### config.mk
export PLATFORM = sky130hd
export DESIGN_NAME = mem_access_unit
export DESIGN_NICKNAME = d
export VERILOG_FILES = /design/src/rtl/mem_access_unit.sv
export SDC_FILE = /design/constraint.sdc
export NUM_CORES = 1
export LEC_CHECK = 0
export CAP_MARGIN = 10
export CORE_MARGIN = 4
export CORE_UTILIZATION = 48
export DETAILED_ROUTE_END_ITERATION = 12
export PLACE_DENSITY = 0.95
export SLEW_MARGIN = 40
export SYNTH_ARGS = -nofsm -noshare
export SYNTH_HDL_FRONTEND = slang
export SYNTH_SLANG_ARGS = --single-unit
export TNS_END_PERCENT = 30
### constraint.sdc
create_clock -name i_clock -period 2.5 [get_ports i_clock]
set_input_delay 0.375 -clock i_clock [delete_from_list [all_inputs] [get_ports i_clock]]
set_output_delay 0.375 -clock i_clock [all_outputs]
set_load 0.005 [all_outputs]
### src/rtl/mem_access_unit.sv
// Memory stage of the RV32I pipeline: issues loads/stores over a req/gnt/rvalid
// data-memory port and produces the registered MEM/WB result.
module mem_access_unit #(
  parameter int NB_WORD     = 32,
  parameter int NB_REG_ADDR = 5
) (
  input  logic                   i_clock,
  input  logic                   i_reset,
  input  logic                   i_valid,
  input  logic [NB_WORD-1:0]     i_alu_result,
  input  logic [NB_WORD-1:0]     i_store_data,
  input  logic                   i_mem_read,
  input  logic                   i_mem_write,
  input  logic [2:0]             i_funct3,
  input  logic [NB_REG_ADDR-1:0] i_rd,
  input  logic                   i_reg_write,
  output logic                   o_stall,
  output logic [NB_WORD-1:0]     o_ex_mem_alu_res,
  output logic                   o_dmem_req,
  output logic                   o_dmem_we,
  output logic [NB_WORD-1:0]     o_dmem_addr,
  output logic [3:0]             o_dmem_be,
  output logic [NB_WORD-1:0]     o_dmem_wdata,
  input  logic                   i_dmem_gnt,
  input  logic                   i_dmem_rvalid,
  input  logic [NB_WORD-1:0]     i_dmem_rdata,
  output logic                   o_wb_valid,
  output logic [NB_WORD-1:0]     o_wb_result,
  output logic [NB_REG_ADDR-1:0] o_wb_rd,
  output logic                   o_wb_reg_write,
  output logic                   o_misaligned
);

  typedef enum logic [1:0] {
    IDLE   = 2'd0,
    REQ    = 2'd1,
    WAIT_R = 2'd2
  } state_t;

  state_t state, state_next;

  logic [NB_WORD-1:0]     addr_q;
  logic [NB_WORD-1:0]     data_q;
  logic [2:0]             funct3_q;
  logic [NB_REG_ADDR-1:0] rd_q;
  logic                   reg_write_q;
  logic                   store_q;

  logic                   is_mem;
  logic                   misaligned;
  logic                   accept;
  logic                   wb_valid_d;
  logic [NB_WORD-1:0]     wb_result_d;
  logic [NB_REG_ADDR-1:0] wb_rd_d;
  logic                   wb_reg_write_d;
  logic                   misaligned_d;

  logic [7:0]             ld_byte;
  logic [15:0]            ld_half;
  logic [NB_WORD-1:0]     ld_value;
  logic [3:0]             st_be;
  logic [NB_WORD-1:0]     st_wdata;

  assign is_mem = i_mem_read | i_mem_write;

  // Byte accesses are never misaligned; funct3 size 11 is treated as a word.
  always_comb begin
    misaligned = 1'b0;
    case (i_funct3[1:0])
      2'b00:   misaligned = 1'b0;
      2'b01:   misaligned = i_alu_result[0];
      default: misaligned = (i_alu_result[1:0] != 2'b00);
    endcase
  end

  always_comb begin
    ld_byte = i_dmem_rdata[7:0];
    case (addr_q[1:0])
      2'b00: ld_byte = i_dmem_rdata[7:0];
      2'b01: ld_byte = i_dmem_rdata[15:8];
      2'b10: ld_byte = i_dmem_rdata[23:16];
      2'b11: ld_byte = i_dmem_rdata[31:24];
    endcase
    ld_half = addr_q[1] ? i_dmem_rdata[31:16] : i_dmem_rdata[15:0];
    case (funct3_q)
      3'b000:  ld_value = {{(NB_WORD-8){ld_byte[7]}}, ld_byte};
      3'b100:  ld_value = {{(NB_WORD-8){1'b0}}, ld_byte};
      3'b001:  ld_value = {{(NB_WORD-16){ld_half[15]}}, ld_half};
      3'b101:  ld_value = {{(NB_WORD-16){1'b0}}, ld_half};
      default: ld_value = i_dmem_rdata;
    endcase
  end

  always_comb begin
    case (funct3_q[1:0])
      2'b00: begin
        st_be    = 4'b0001 << addr_q[1:0];
        st_wdata = {4{data_q[7:0]}};
      end
      2'b01: begin
        st_be    = 4'b0011 << addr_q[1:0];
        st_wdata = {2{data_q[15:0]}};
      end
      default: begin
        st_be    = 4'b1111;
        st_wdata = data_q;
      end
    endcase
  end

  always_ff @(posedge i_clock) begin
    if (i_reset) begin
      state <= IDLE;
    end else begin
      state <= state_next;
    end
  end

  // Next state, the write-back value for the coming edge, and the memory port.
  always_comb begin
    state_next     = state;
    accept         = 1'b0;
    wb_valid_d     = 1'b0;
    wb_result_d    = '0;
    wb_rd_d        = '0;
    wb_reg_write_d = 1'b0;
    misaligned_d   = 1'b0;
    o_stall        = 1'b0;
    o_dmem_req     = 1'b0;
    o_dmem_we      = 1'b0;
    o_dmem_addr    = '0;
    o_dmem_be      = 4'b0000;
    o_dmem_wdata   = '0;

    case (state)
      IDLE: begin
        if (i_valid) begin
          if (is_mem && misaligned) begin
            wb_valid_d   = 1'b1;
            wb_result_d  = i_alu_result;
            wb_rd_d      = i_rd;
            misaligned_d = 1'b1;
          end else if (is_mem) begin
            accept     = 1'b1;
            o_stall    = 1'b1;
            state_next = REQ;
          end else begin
            wb_valid_d     = 1'b1;
            wb_result_d    = i_alu_result;
            wb_rd_d        = i_rd;
            wb_reg_write_d = i_reg_write && (i_rd != '0);
          end
        end
      end

      REQ: begin
        o_stall      = 1'b1;
        o_dmem_req   = 1'b1;
        o_dmem_we    = store_q;
        o_dmem_addr  = {addr_q[NB_WORD-1:2], 2'b00};
        o_dmem_be    = store_q ? st_be : 4'b1111;
        o_dmem_wdata = store_q ? st_wdata : '0;
        if (i_dmem_gnt) begin
          if (store_q) begin
            state_next  = IDLE;
            wb_valid_d  = 1'b1;
            wb_result_d = addr_q;
            wb_rd_d     = rd_q;
          end else if (i_dmem_rvalid) begin
            state_next     = IDLE;
            wb_valid_d     = 1'b1;
            wb_result_d    = ld_value;
            wb_rd_d        = rd_q;
            wb_reg_write_d = reg_write_q && (rd_q != '0);
          end else begin
            state_next = WAIT_R;
          end
        end
      end

      WAIT_R: begin
        o_stall = 1'b1;
        if (i_dmem_rvalid) begin
          state_next     = IDLE;
          wb_valid_d     = 1'b1;
          wb_result_d    = ld_value;
          wb_rd_d        = rd_q;
          wb_reg_write_d = reg_write_q && (rd_q != '0);
        end
      end

      default: state_next = IDLE;
    endcase
  end

  // Request context is captured once so the port stays stable until granted.
  always_ff @(posedge i_clock) begin
    if (i_reset) begin
      addr_q           <= '0;
      data_q           <= '0;
      funct3_q         <= '0;
      rd_q             <= '0;
      reg_write_q      <= 1'b0;
      store_q          <= 1'b0;
      o_ex_mem_alu_res <= '0;
      o_wb_valid       <= 1'b0;
      o_wb_result      <= '0;
      o_wb_rd          <= '0;
      o_wb_reg_write   <= 1'b0;
      o_misaligned     <= 1'b0;
    end else begin
      if (accept) begin
        addr_q      <= i_alu_result;
        data_q      <= i_store_data;
        funct3_q    <= i_funct3;
        rd_q        <= i_rd;
        reg_write_q <= i_reg_write;
        store_q     <= i_mem_write;
      end
      if (state == IDLE && i_valid) begin
        o_ex_mem_alu_res <= i_alu_result;
      end
      o_wb_valid     <= wb_valid_d;
      o_wb_result    <= wb_result_d;
      o_wb_rd        <= wb_rd_d;
      o_wb_reg_write <= wb_reg_write_d;
      o_misaligned   <= misaligned_d;
    end
  end

endmodule

==> flow_metrics.env <==
export IMPL_postLayoutCellArea_sq_um=10100
export IMPL_rr_worst_depth=6
export IMPL_htreeDepth=4
export IMPL_area_growth_pct=50.6
export IMPL_routed_via_density=5.95
export IMPL_hold_depth=2
export IMPL_row_count=42
export IMPL_synth_commonest_cells="250 x nand2_1, 148 x dfxtp_1, 136 x a21oi_1, 57 x nor2_1, 46 x o22ai_1"
export IMPL_initial_core_util_pct=50.0
export IMPL_slowest_stage="clkdlybuf4s50_1"
export IMPL_cts_buffers=17
export IMPL_highest_layer="met4"
export IMPL_worstPathRequired_ps=2120
export IMPL_cts_root_buf="clkbuf_16"
export IMPL_reg2reg_to="o_wb_result[25]$_SDFF_PP0_"
export IMPL_max_cap_viol_count=0
export IMPL_critPathKind="flip-flop to primary output"
export IMPL_yosys_warnings=0
export IMPL_p_per_area_nw_per_um2=614
export IMPL_clk_pin_slew_ps=60
export IMPL_path_buf_inv=4
export IMPL_fillCellCount=934
export IMPL_die_area_sq_um=16000
export IMPL_place_gp_congestion=0.913
export IMPL_drtIter0Drc=1059
export IMPL_slowest_delay_ps=580
export IMPL_cp_data_arrival_time_ps=2090
export IMPL_hold_end="addr_q[31]$_SDFFE_PP0P_"
export IMPL_drv_slew=0
export IMPL_finalSetupViolCount=0
export IMPL_synth_adder_area_share_pct=0.744
export IMPL_wl_met3_microns=2650
export IMPL_finalPower_mw=6.21
export IMPL_synth_top_cells_by_area="dfxtp_1 44%, nand2_1 14%, a21oi_1 10%"
export IMPL_max_freq_mhz=406
export IMPL_start_kind="flip-flop"
export IMPL_final_nets=1236
export IMPL_min_from="i_reset"
export IMPL_clk_latency_ps=420
export IMPL_yosysSeqAreaShare_pct=44.1
export IMPL_vias=7791
export IMPL_grt_use_total_pct=31.7
export IMPL_synth_seq_cells=148
export IMPL_grt_ovfl_total=0
export IMPL_synth_compound_area_share_pct=22.8
export IMPL_synth_area_per_cell_sq_um=7.55
export IMPL_grt_max_degree=75
export IMPL_critPathMaxFanout=21
export IMPL_ant_nets=0
export IMPL_drt_first_pass_iters=6
export IMPL_synth_flop_cell="dfxtp_1"
export IMPL_met2_length_microns=12400
export IMPL_synth_top_area_share_pct=44.1
export IMPL_timing_rr_start="addr_q[1]$_SDFFE_PP0P_"
export IMPL_yosysMostFrequentCell="nand2_1"
export IMPL_ir_worst_vdd_mv=0.955
export IMPL_m1WireLength_microns=10100
export IMPL_antenna_found_initial=0
export IMPL_syn_area_sq_um=6720
export IMPL_synthArstFlopShare_pct=0
export IMPL_synth_top_family_by_area="simple AND/OR/NAND/NOR gates"
export IMPL_die_x_microns=126
export IMPL_fin_crit_ps=2460
export IMPL_syn_inst=891
export IMPL_first_global_vias=7459
export IMPL_synth_distinct_cells=40
export IMPL_hold_buffers=0
export IMPL_netlist_top_cell_by_area="dfxtp_1"
export IMPL_drive_above_1_share_pct=6.88
export IMPL_die_h_microns=126
export IMPL_io_pins=255
export IMPL_clock_sinks=148
export IMPL_slew_headroom_pct=48.9
export IMPL_placed_cells=1277
export IMPL_skew_ps=7.88
export IMPL_finalHoldViolCount=0
export IMPL_synthMuxAreaShare_pct=3.28
export IMPL_port_buffers=252
export IMPL_leakagePower_nw=3.67
export IMPL_synth_edf_count=0
export IMPL_synth_xor_area_share_pct=0
export IMPL_final_cells=1309
export IMPL_clk_path_buf_depth=2
export IMPL_drc=0
export IMPL_rrSetupSlack_ps=390
export IMPL_dp_hpwl_microns=18300
export IMPL_postLayoutCoreUtil_pct=75.2
export IMPL_antenna_cells=0
export IMPL_wl_per_cell_microns=20.4
export IMPL_endpoint_kind="primary output"
export IMPL_hold_path_class="primary input to flip-flop"
export IMPL_grt_first_pass_wirelength_microns=40900
export IMPL_cts_tree="done"
export IMPL_path_cells="inv_2 > ha_4 > buf_8 > inv_1 > nor2_1 > clkdlybuf4s50_1"
export IMPL_wirelength_microns=26700
export IMPL_run_status="complete, no violations"
export IMPL_worst_slew_pin_slew_ps=766
export IMPL_fp_coreArea_sq_um=13500
export IMPL_place_area_sq_um=9470
export IMPL_critical_path_top_delay_family="buffers and inverters"
export IMPL_synthSimpleGateAreaFrac_pct=23.6
export IMPL_period_share_pct=98.5
==> layer usage <==
metal	track usage (%)	up-vias
met2	51.1	583
met3	7.40	135
li1	-	3514
met4	16.4	0
met1	39.7	3559
met5	0	-
==> flip-flops by register name, summed over array words and instances, names as in the netlist, 2 cells and up <==
signal,flops
addr_q,32
data_q,32
o_ex_mem_alu_res,32
o_wb_result,32
o_wb_rd,5
rd_q,5
funct3_q,3
state,2
==> repair_timing <==
item	in CTS	in global routing
setup endpoints to repair	16	50
resized for setup	6	13
buffers inserted	0	0
==> how the worst max path moves through the flow <==
stage | from | to | slack, ps | depth (start not counted)
2_1_floorplan | state[0]$_SDFFE_PP0P_ | o_stall | 800 | 8
3_5_place_dp | i_mem_write | o_stall | 120 | 6
3_3_place_gp | i_funct3[1] | o_wb_result[6]$_SDFF_PP0_ | 40 | 6
6_report | state[1]$_SDFFE_PP0P_ | o_dmem_be[1] | 40 | 6
5_1_grt | funct3_q[0]$_SDFFE_PP0P_ | o_dmem_wdata[24] | -70 | 6
4_1_cts | state[1]$_SDFFE_PP0P_ | o_dmem_be[3] | 0.02 | 6
==> report_power, final <==
group	leakage, nW	switching, mW	total, mW	internal [mW]
logic	2.18	0.540	1.05	0.511
clock network	0.275	1.02	2.58	1.56
registers	1.21	0.0929	2.58	2.49
total	3.67	1.65	6.21	4.56
==> area by class of cell <==
cell class                 instances  area (sq um)  area share [%]
tap                              176           220            2.18
clock buffer                      19           433            4.28
timing repair buffer             283          2860            28.2
multi-input combinational        660          3450            34.1
clock inverter                    13           160            1.58
sequential                       148          2970            29.3
inverter                          10          37.5           0.371
==> metrics by stage <==
step                      hold WS, ps  setup slack (ps)  setup TNS (ps)
after floorplan                   436               799               0
after global placement            441              40.5               0
after detailed placement          446               115               0
after CTS                         330            0.0238               0
after global routing              344             -67.1            -125
final                             356              38.4               0
==> layout by cell type, fill, tap and decap left out, drive strengths merged, types with 7 or more instances in the layout <==
master / Yosys / layout
and3: 10 / 10
clkbuf: 45 / 19
and2: 30 / 30
a21oi: 136 / 136
mux2i: 22 / 22
clkdlybuf4s50: 0 / 247
o32ai: 8 / 8
o22ai: 46 / 46
nand3: 7 / 7
a22oi: 42 / 42
nor2: 57 / 57
nand2: 250 / 250
o21ai: 8 / 8
buf: 29 / 32
dfxtp: 148 / 148
inv: 10 / 10
==> worst register-to-register path: stages (launching register included) <==
cell	delay [ps]
dfxtp_1	470
buf_4	320
mux2i_1	410
nor3_1	120
o31ai_2	210
buf_4	280
o22ai_1	150
==> kinds of logic after synthesis <==
| kind of cell | after synthesis |
|---|---|
| simple gates | 377 |
| compound gates | 255 |
| flops | 148 |
| buf+inv | 84 |
| mux | 22 |
| fa+ha+maj | 4 |
| other cells | 1 |
(Power assumes the default switching activity.)
